`src/rtl/sipo_deser.sv`:
```
// Serial-in/parallel-out deserialiser with a valid/ready holding register and overrun flag.
// Define SIPO_PARITY_EN to add a trailing even-parity bit to each frame and report par_err.
module sipo_deser #(
  parameter int WIDTH     = 8,
  parameter bit MSB_FIRST = 1'b1,
  localparam int CW       = $clog2(WIDTH + 1)
) (
  input  logic             clk,
  input  logic             rst,
  input  logic             sin,
  input  logic             sin_valid,
  input  logic             clear,
  output logic [WIDTH-1:0] q,
  output logic [CW-1:0]    bit_cnt,
  output logic             busy,
  output logic [WIDTH-1:0] pout,
  output logic             pout_valid,
  input  logic             pout_ready,
  output logic             overrun,
  output logic             par_err
);

`ifdef SIPO_PARITY_EN
  localparam bit PAR_EN = 1'b1;
`else
  localparam bit PAR_EN = 1'b0;
`endif

  localparam logic [CW-1:0] LAST_CNT = CW'(WIDTH - 1);
  localparam logic [CW-1:0] FULL_CNT = CW'(WIDTH);

  typedef enum logic {S_DATA = 1'b0, S_PAR = 1'b1} state_t;

  state_t           state_r;
  logic [WIDTH-1:0] q_r;
  logic [CW-1:0]    bit_cnt_r;
  logic             busy_r;
  logic [WIDTH-1:0] pout_r;
  logic             pout_valid_r;
  logic             overrun_r;
  logic             par_err_r;

  logic [WIDTH-1:0] shift_s;
  logic [WIDTH-1:0] word_s;
  logic             done_s;
  logic             perr_s;

  function automatic logic parity_f(input logic [WIDTH-1:0] d);
    return ^d;
  endfunction

  // Shift-register contents after sampling sin in the configured bit order.
  always_comb begin
    if (MSB_FIRST) begin
      shift_s = {q_r[WIDTH-2:0], sin};
    end else begin
      shift_s = {sin, q_r[WIDTH-1:1]};
    end
  end

  // Frame-completion detect and the word/parity result it delivers.
  always_comb begin
    done_s = 1'b0;
    word_s = shift_s;
    perr_s = 1'b0;
    if (!clear && sin_valid) begin
      if (state_r == S_PAR) begin
        // The parity bit never enters q, so the word is the current q.
        done_s = 1'b1;
        word_s = q_r;
        perr_s = parity_f(q_r) ^ sin;
      end else if (bit_cnt_r == LAST_CNT && !PAR_EN) begin
        done_s = 1'b1;
      end else begin
        done_s = 1'b0;
      end
    end else begin
      done_s = 1'b0;
    end
  end

  // Frame FSM: shift register, bit counter and busy flag.
  always_ff @(posedge clk) begin
    if (rst) begin
      state_r   <= S_DATA;
      q_r       <= '0;
      bit_cnt_r <= '0;
      busy_r    <= 1'b0;
    end else if (clear) begin
      state_r   <= S_DATA;
      q_r       <= '0;
      bit_cnt_r <= '0;
      busy_r    <= 1'b0;
    end else if (sin_valid) begin
      case (state_r)
        S_DATA: begin
          q_r <= shift_s;
          if (bit_cnt_r == LAST_CNT) begin
            if (PAR_EN) begin
              state_r   <= S_PAR;
              bit_cnt_r <= FULL_CNT;
              busy_r    <= 1'b1;
            end else begin
              bit_cnt_r <= '0;
              busy_r    <= 1'b0;
            end
          end else begin
            bit_cnt_r <= bit_cnt_r + CW'(1);
            busy_r    <= 1'b1;
          end
        end
        S_PAR: begin
          state_r   <= S_DATA;
          bit_cnt_r <= '0;
          busy_r    <= 1'b0;
        end
        default: begin
          state_r   <= S_DATA;
          bit_cnt_r <= '0;
          busy_r    <= 1'b0;
        end
      endcase
    end
  end

  // Holding register: load on completion if free or being popped, else flag overrun.
  always_ff @(posedge clk) begin
    if (rst) begin
      pout_r       <= '0;
      pout_valid_r <= 1'b0;
      overrun_r    <= 1'b0;
      par_err_r    <= 1'b0;
    end else begin
      overrun_r <= 1'b0;
      if (done_s) begin
        if (!pout_valid_r || pout_ready) begin
          pout_r       <= word_s;
          pout_valid_r <= 1'b1;
          par_err_r    <= perr_s;
        end else begin
          overrun_r <= 1'b1;
        end
      end else if (pout_valid_r && pout_ready) begin
        pout_valid_r <= 1'b0;
      end
    end
  end

  assign q          = q_r;
  assign bit_cnt    = bit_cnt_r;
  assign busy       = busy_r;
  assign pout       = pout_r;
  assign pout_valid = pout_valid_r;
  assign overrun    = overrun_r;
  assign par_err    = PAR_EN ? par_err_r : 1'b0;

endmodule

```
`config.mk`:
```
export PLATFORM = sky130hd
export DESIGN_NAME = sipo_deser
export DESIGN_NICKNAME = d
export VERILOG_FILES = /design/src/rtl/sipo_deser.sv
export SDC_FILE = /design/constraint.sdc
export NUM_CORES = 1
export LEC_CHECK = 0
export BUFFER_PORTS_ARGS = -buffer_cell sky130_fd_sc_hd__clkbuf_2
export CAP_MARGIN = 25
export CORE_MARGIN = 5
export CORE_UTILIZATION = 52
export DETAILED_ROUTE_END_ITERATION = 8
export GPL_TIMING_DRIVEN = 0
export HOLD_SLACK_MARGIN = 0.12
export PLACE_DENSITY = 0.79
export RECOVER_POWER = 100
export SKIP_LAST_GASP = 1
export SYNTH_ARGS = -nofsm -noshare
export SYNTH_HDL_FRONTEND = slang
export SYNTH_SLANG_ARGS = --single-unit
export TNS_END_PERCENT = 30
```
`constraint.sdc`:
```
create_clock -name clk -period 2.75 [get_ports clk]
set_clock_uncertainty 0.05 [all_clocks]
set_input_delay 0.1375 -clock clk [delete_from_list [all_inputs] [get_ports clk]]
set_output_delay 0.1375 -clock clk [all_outputs]
set_load 0.01 [all_outputs]
```
Word level (Yosys, flattened, before mapping)
Cells that the tools add are included.
W data, S select, Z words.
Word-level totals
  bits of input ports: 6
  register bits after elaboration: 23
Cells by class
  eq/ne operators: 2
  $add $sub $neg: 1
  bitwise gates (word level): 1
  reduce and logical (&&, ||, !) cells: 10
  muxes and demuxes: 8
Operators with widths (count)
  $mux W1: 7
  $add A4 B1 Y4 const B: 1
  $eq A4 B3 Y1 const B: 1
  $mux W4: 1
  $reduce_and A2 Y1: 2
  $reduce_or A2 Y1: 2
  $logic_and A1 B1 Y1: 2
  $logic_not A1 Y1: 2
  $ne A2 B1 Y1 const B: 1
  $reduce_bool A2 Y1: 1
  $logic_or A1 B1 Y1: 1
  $not A1 Y1: 1

Longest topological paths before layout
Gate-level depths: netlist of run 1.
  word-level depth: 5
  gate-level depth with buffers: 5

Worst setup path after synthesis of run 1
No wires, ideal clock.
  kind: reg-to-reg
  start point: register bit_cnt_r[0], in the netlist bit_cnt[0]
  end point: register pout_r[0], in the netlist pout[0]
  setup time: 0.072 ns
  data arrival time: 1.296 ns
  period minus slack after synthesis: 1.418 ns
  setup slack: 1.332 ns
  cell stages (with the launch flop): 6
  required time: 2.628 ns
  buffers on the path: 1
  cell sequence: dfxtp_1 -> ha_1 -> nand2_1 -> nor4b_4 -> buf_6 -> mux2i_1
Between the ends
  word-level cells in the longest chain between the ends: 4
Ends and longest elaborated chain
  start, declared: line 36  | logic [CW-1:0] bit_cnt_r;
  start signal, assigned: line 108  | bit_cnt_r <= bit_cnt_r + CW'(1);
  $eq A4 B3 Y1: line 72  | end else if (bit_cnt_r == LAST_CNT && !PAR_EN) begin
  $mux W1: line 72
  $mux W1: line 66  | if (!clear && sin_valid) begin
  $reduce_and A2 Y1 (no line)
  end signal, assigned: line 137  | pout_r <= word_s;
  end, declared: line 38  | logic [WIDTH-1:0] pout_r;
No other way between the ends.
A chain may end at the register's enable or synchronous reset.

Worst setup path in the final report of run 1
  start point: register bit_cnt_r[0], in the netlist bit_cnt[0]
  end point: register overrun_r, in the netlist overrun
Between the ends
  word-level cells in the longest chain between the ends: 5
Ends and longest elaborated chain
  $eq A4 B3 Y1: line 72
  $mux W1: line 72
  $mux W1: line 66
  $not A1 Y1 (no line)
  $reduce_or A2 Y1 (no line)
  end signal, assigned: line 131  | overrun_r <= 1'b0;
  end signal, assigned: line 134  | overrun_r <= 1'b0;
  end signal, assigned: line 141  | overrun_r <= 1'b1;
  end, declared: line 40  | logic overrun_r;
No other way between the ends.

==> impl_results.md, run 1 <==
* Share of the cycle needed by the critical path after routing at between 70% and 80%
* Root Buffer Master: sky130_fd_sc_hd__clkbuf_4
* Placed inst area at roughly 1100 µm²
* Worst setup slack after layout at around 0.82 ns
* Yosys synthesis warning count at 0
* Remaining global-route overflow at 0
* Async set-reset flop share out of synthesis at 0%
* Sum of routed wire length over all layers at about 1.8 mm
* Most numerous cell types in the synthesized netlist: sky130_fd_sc_hd__dfxtp_1 (23), sky130_fd_sc_hd__nand2b_1 (18), sky130_fd_sc_hd__mux2i_1 (17)
* Depth of the worst register-to-register path at 5
* Routability-driven placement congestion ratio at ~0.75
* Setup TNS Final at 0 ns
* CORE AREA at roughly 1700 µm²
* Cell-by-cell listing of the critical path: ha_1 -> nand2_1 -> or3_1 -> nor3_1 -> dlygate4sd3_1
* Xor/xnor cell area share of the yosys netlist at less than 1%
* Final Hold Slack at between 0.09 and 0.1 ns
* Number of hold buffers added after cts at 4
* Area of the mapped netlist at ~960 µm²
* Total setup violations reported at the end of the flow at 0
* Distinct cell type count of the synthesized netlist at 23
* Pre-Repair DR Iteration Count at 4
* RSZ-0062 raised after global routing: no
* Number of H-tree branching levels at 1
* Classification of the worst-slack hold path: primary input to register
* Largest net degree at the start of global routing at 14
* Total GRT Usage at approximately 15%
* Flop-to-flop setup slack at 0.82 ns
* Number of placement rows at 15
* Number of antenna violations at the first check in global routing at 0
* Worst stage delay on the critical path at 0.57 ns
* Time the worst path needs with I/O delays and setup at 1.93 ns
* Proportion of synthesized area in mux cells at around 18%
* Count of mapped cells out of synthesis at 94
* Area share of fa/ha/maj cells after synthesis at around 1.3%
* Post-detailed-route wirelength per cell at ~12 µm
* Cells on Worst Hold Path at 3
* Worst Path Max Fanout at 5
* Count of max-cap constraint violations at 0
* Power density normalized to cell area at 462 nW/µm²
* Synthesized-area fraction occupied by ao, oa, aoi and oai cells at under 10%
* Die height at 52.9 µm
* Clock tree from TritonCTS: done
* Number of enable-type register cells in the synthesized netlist at 0
* Fmax at about 520 MHz
* Top post-synthesis cells by area: sky130_fd_sc_hd__dfxtp_1 (48%), sky130_fd_sc_hd__mux2i_1 (18%), sky130_fd_sc_hd__nand2b_1 (12%)
* Global-route wire length before repair at slightly above 3 mm
* Io pins at 30
* Inserted Clock Buffers at 3
* Slew of the pin with the lowest slew margin at 0.685 ns
* #FFs+latches synth at 23
* Startpoint types: register
* Setup WS pre-CTS at 1.22 ns
* Post-Layout Inst Area at ~1100 µm²
* Worst IR Drop VDD at 257 µV
* Synthesized area divided by synthesized cell count at about 10 µm²
* Cell leakage power at ~0.4 nW
* CP Class: register to register
* Dominant synthesized flop cell: sky130_fd_sc_hd__dfxtp_1
* Count of nets after finishing at between 100 and 150
* Data arrival time of the worst path at 2.13 ns
* Effective utilization at floorplan at 54.8%
* Signed area change from the synthesized netlist to the final layout at 18.8%
* Vias post-DR at 739
* Buffer levels on the longest clock path at 2
* Share of the synthesized area in the top cell type at 48.1%
* CP endpoint kind: register
* Dominant cell by count in the synthesized netlist: sky130_fd_sc_hd__dfxtp_1
* Post-CTS setup buffer count at 0
* Share of final-layout standard cells stronger than drive strength 1 at approximately 7.8%
* DIE WIDTH at between 50 and 60 µm
* Critical path required time at between 2 and 3 ns
* Top cell type by total area after synthesis: sky130_fd_sc_hd__dfxtp_1
* Largest family of logic cells by synthesized area: simple AND/OR/NAND/NOR gates
* Basic-gate share of the synthesized area counting and, or, nand and nor cells at 24.6%
* Clock Sink Count at 23
* Antenna cells at 0
* Outcome: finished, final reports clean
* Cell with the biggest individual delay on the critical path: sky130_fd_sc_hd__dlygate4sd3_1
* DRC viols at 0
* Number of gates given a new drive strength after cts at 0
* Half-perimeter wire length after placement at approximately 1.4 mm
* Vias per cell at about 4.8
* Port bufs at 27
* Detailed Route Iter0 Violations at 10
* Post-layout total power at between 500 and 600 µW
* Sequential cell area fraction in the yosys report at between 40% and 50%
* Tightest slew margin relative to the limit at a little over half
* Synth Net Count at 101
* Clock insertion delay at the later pin of the skew report at 0.30 ns
* Number of routed nets with antenna violations at 0
* Final Slew Violations at 0
* Number of global-route vias before repair at 691
* Final hold violations at 0
* Reg clk slew, reported paths at approximately 0.13 ns
* Die Footprint at roughly 2800 µm²
==> flip-flops by register name (all words and copies together) (netlist names) <==
name and cells:
q 8, pout 8, overrun 1, busy 1, bit_cnt 4, pout_valid 1
==> cell families after synthesis <==
logic type               Yosys count
flip-flops                        23
buffers and inverters              7
AO/OA/AOI/OAI                      5
other                              1
multiplexers                      17
AND/OR/NAND/NOR                   39
adder cells (fa/ha/maj)            1
XOR/XNOR                           1
==> critical path, delay by kind of cell, from the launching register on <==
kind	cells	cell delay, ns
buffers and inverters	1	0.57
flip-flops	1	0.43
AND/OR/NAND/NOR	3	0.62
adder cells (fa/ha/maj)	1	0.22
==> path summary, 6_finish.rpt <==
check                                        startpoint                      end
worst max-delay path            bit_cnt[0]$_SDFFE_PP0P_       overrun$_SDFF_PP0_
worst min-delay path                              clear  pout_valid$_SDFFE_PP0P_
worst max register to register  bit_cnt[0]$_SDFFE_PP0P_       overrun$_SDFF_PP0_
worst min register to register     pout[1]$_SDFFE_PP0P_     pout[1]$_SDFFE_PP0P_
==> layer usage <==
layer,share of wire [%],track usage [%]
met1,47,19.6
met2,46,24.0
met3,5.9,3.94
met4,0.66,5.11
met5,0,0
==> report_power, final <==
| part | switching, mW | internal [mW] | total, mW |
|---|---|---|---|
| Sequential | 0.00221 | 0.335 | 0.338 |
| Combinational | 0.0172 | 0.0173 | 0.0346 |
| Clock | 0.0990 | 0.0542 | 0.153 |
| Total | 0.118 | 0.407 | 0.525 |
==> stage by stage <==
stage                     cells  util (%)
after CTS                   154      68.2
after global placement      146      64.4
after global routing        154      65.2
final                       154      65.2
after floorplan              94         -
after detailed placement    146      64.4
==> final cells by class <==
cell class,instances,area (µm²)
fill,175,608
inverter,1,3.75
clock buffer,3,22.5
tap,25,31.3
buffer,6,27.5
timing repair buffer,31,145
sequential,23,460
clock inverter,1,5.00
multi-input combinational,64,442
==> placed cells by master, fill, tap and decap left out, drive strengths merged, types with 2 or more instances in the layout <==
cell type | Yosys | layout
mux2i | 17 | 17
a21oi | 3 | 3
dfxtp | 23 | 23
nand2b | 19 | 19
dlygate4sd3 | 0 | 4
nor2 | 11 | 11
clkbuf | 2 | 34
or3 | 2 | 2
nand2 | 2 | 2
buf | 4 | 2
No activity file was read; power rests on OpenSTA's default activity.
==> run 2, diff against run 1 <==
CORE_UTILIZATION = 48   (was 52)
PLACE_DENSITY = 0.74   (was 0.79)
clock period = 1.8 ns   (was 2.75 ns; I/O delays follow)
==> run 2 against run 1 <==
  * Critical path depth stayed put
  * Sequential share of layout area is 0.83 points lower
  * Sequential power is 52% higher
  * Non-clock buffer count stayed put
  * Utilization is 4.7 points lower
  * Fmax is 28% higher
  * Global-route usage is 1.8 points lower
  * Power is 51% higher
  * Hold slack better by 0.086 ns
  * Via count is 3.9% lower
  * Die area is 6.7% higher
  * Combinational power is 55% higher
  * Critical endpoint is now pout[7]$_SDFFE_PP0P_
  * Largest cell class unchanged
==> impl_results.md, run 2 (synthesis results as in run 1) <==
* Final Hold Slack at 0.182 ns (was 0.0954 ns)
* CP Class: register to register (unchanged)
* Worst stage delay on the critical path at 0.41 ns (was 0.57 ns)
* Cell total after placement at 148 (was 146)
* Worst Min Path Start: rst (was clear)
* Final Slew Violations at 0 (unchanged)
* Count of max-cap constraint violations at 0 (unchanged)
* Most used cells in the layout excluding fill and tap cells: sky130_fd_sc_hd__clkbuf_1 (28), sky130_fd_sc_hd__dfxtp_1 (23), sky130_fd_sc_hd__nand2b_1 (18) (unchanged)
* Cell leakage power at 0.414 nW (was 0.406 nW)
* Fmax at 664 MHz (was 517 MHz)
* Die height at 54.7 µm (was 52.9 µm)
* RSZ-0062 raised after global routing: no (unchanged)
* Worst Path Max Fanout at 8 (was 5)
* Sum of routed wire length over all layers at 1.76 mm (was 1.83 mm)
* Buffer levels on the longest clock path at 2 (unchanged)
* Number of placement rows at 16 (was 15)
* Effective utilization at floorplan at 49.8% (was 54.8%)
* Die Footprint at 2990 µm² (was 2800 µm²)
* Share of the cycle needed by the critical path after routing at 83.6% (was 70.3%)
* Slew of the pin with the lowest slew margin at 0.655 ns (was 0.685 ns)
* Global-route track usage on met2 at 20.1% (was 24.0%)
* Tightest slew margin relative to the limit at 56.3% (was 54.4%)
* Antenna cells at 0 (unchanged)
* DRC viols at 0 (unchanged)
* Number of hold buffers added after cts at 4 (unchanged)
* Port bufs at 27 (unchanged)
* Number of global-route vias before repair at 649 (was 691)
* Share of final-layout standard cells stronger than drive strength 1 at 8.53% (was 7.75%)
* Reg clk slew, reported paths at 0.11 ns (was 0.13 ns)
* DIE WIDTH at 54.7 µm (was 52.9 µm)
* Number of H-tree branching levels at 1 (unchanged)
* # fillers at 200 (was 175)
* Number of antenna violations at the first check in global routing at 0 (unchanged)
* Startpoint types: register (unchanged)
* Sum of buffers and inverters on the critical path at 1 (unchanged)
* CORE AREA at 1920 µm² (was 1750 µm²)
* Setup WS pre-CTS at 0.307 ns (was 1.22 ns)
* Post-layout total power at 796 µW (was 525 µW)
* Time the worst path needs with I/O delays and setup at 1.51 ns (was 1.93 ns)
* Fraction of met1 tracks used by global routing at 18.0% (was 19.6%)
* Final hold violations at 0 (unchanged)
* Remaining global-route overflow at 0 (unchanged)
* Data arrival time of the worst path at 1.70 ns (was 2.13 ns)
* Cell with the biggest individual delay on the critical path: sky130_fd_sc_hd__dfxtp_1 (was sky130_fd_sc_hd__dlygate4sd3_1)
* Global-route wire length before repair at 2.86 mm (was 3.11 mm)
* Met3 track utilization from global routing at 5.72% (was 3.94%)
* Half-perimeter wire length after placement at 1.32 mm (was 1.35 mm)
* Routability-driven placement congestion ratio at 0.639 (was 0.747)
* Clock insertion delay at the later pin of the skew report at 0.30 ns (about the same)
* Number of gates given a new drive strength after cts at 0 (unchanged)
* Count of nets after finishing at 137 (unchanged)
* Critical path required time at 1.99 ns (was 2.95 ns)
* Area taken by flip-flops and latches at 460 µm² (unchanged)
* Area occupied by multi-input gates at 457 µm² (was 442 µm²)
* Vias post-DR at 710 (was 739)
* Largest net degree at the start of global routing at 13 (was 14)
* Worst IR Drop VDD at 526 µV (was 257 µV)
* Power density normalized to cell area at 685 nW/µm² (was 462 nW/µm²)
* Start point of the critical path: bit_cnt[0]$_SDFFE_PP0P_ (unchanged)
* Setup TNS Final at 0 ns (unchanged)
* Io pins at 30 (unchanged)
* Worst setup slack after layout at 0.294 ns (was 0.816 ns)
* Finished Layout Cells at 156 (was 154)
* Reg2Reg Launch Point: bit_cnt[0]$_SDFFE_PP0P_ (unchanged)
* Clock Sink Count at 23 (unchanged)
* Inserted Clock Buffers at 3 (unchanged)
* Outcome: finished, final reports clean (unchanged)
* Detailed Route Iter0 Violations at 7 (was 10)
* Delay-heaviest family, CP: simple AND/OR/NAND/NOR gates (unchanged)
* Clock tree from TritonCTS: done (unchanged)
* Root Buffer Master: sky130_fd_sc_hd__clkbuf_4 (unchanged)
* Post-CTS setup buffer count at 0 (unchanged)
* Cell-by-cell listing of the critical path: ha_1 -> nand2_1 -> nor4b_4 -> buf_6 -> mux2i_1 (was ha_1 -> nand2_1 -> or3_1 -> nor3_1 -> dlygate4sd3_1)
* Commonest non-fill, non-tap cell in the layout: sky130_fd_sc_hd__clkbuf_1 (unchanged)
* Most used routing layer: met2 (unchanged)
* Total GRT Usage at 13.3% (was 15.1%)
* Number of routed nets with antenna violations at 0 (unchanged)
* Signed area change from the synthesized netlist to the final layout at 21.3% (was 18.8%)
* Pre-Repair DR Iteration Count at 4 (unchanged)
* Total setup violations reported at the end of the flow at 0 (unchanged)
* Classification of the worst-slack hold path: primary input to register (unchanged)
* Vias per cell at 4.55 (was 4.80)
* CP endpoint kind: register (unchanged)
* Post-detailed-route wirelength per cell at 11.3 µm (was 11.9 µm)
-- run 2: changes by cell type in the layout (fill, tap and decap cells not counted) --
cell	change
sky130_fd_sc_hd__clkinv_2	-1
sky130_fd_sc_hd__nor4b_4	+1
sky130_fd_sc_hd__buf_6	+1
sky130_fd_sc_hd__nor4b_1	-1
-- run 2: cell type report --
class                   instances  share of cell area [%]
clock buffers                   4                    2.26
well taps                      27                    2.91
flip-flops and latches         23                    39.7
plain buffers                   6                    3.02
repair buffers                 31                    12.5
inverters                       1                   0.323
multi-input cells              64                    39.3
-- run 2: final timing paths --
| kind | cells past startpoint | slack [ns] | to |
|---|---|---|---|
| worst min register to register | 2 | 0.43 | pout[1]$_SDFFE_PP0P_ |
| worst max register to register | 5 | 0.29 | pout[7]$_SDFFE_PP0P_ |
| worst max-delay path | 5 | 0.29 | pout[7]$_SDFFE_PP0P_ |
| worst min-delay path | 3 | 0.18 | pout[3]$_SDFFE_PP0P_ |
-- run 2: worst reg2reg max path, cell delays in order (launching register included) --
cell                      delay, ns
sky130_fd_sc_hd__dfxtp_1       0.41
sky130_fd_sc_hd__ha_1          0.20
sky130_fd_sc_hd__nand2_1       0.15
sky130_fd_sc_hd__nor4b_4       0.26
sky130_fd_sc_hd__buf_6         0.19
sky130_fd_sc_hd__mux2i_1       0.19
-- run 2: per-stage QoR --
step / util [%] / area [µm²]
floorplan: - / 957
global placement: 58.6 / 1130
detailed placement: 58.6 / 1130
CTS: 62.0 / 1190
global route: 60.4 / 1160
finish: 60.4 / 1160
-- run 2: per-layer routing --
layer	up-vias	part of all wire [%]
li1	379	-
met1	307	51
met2	24	43
met3	0	6.7
met4	0	0
met5	-	0
-- run 2: where the power goes --
part           switching (mW)  leakage (nW)  total [mW]  internal (mW)
combinational          0.0259         0.214      0.0537         0.0277
clock                   0.140        0.0150       0.227         0.0864
sequential            0.00316         0.186       0.515          0.512
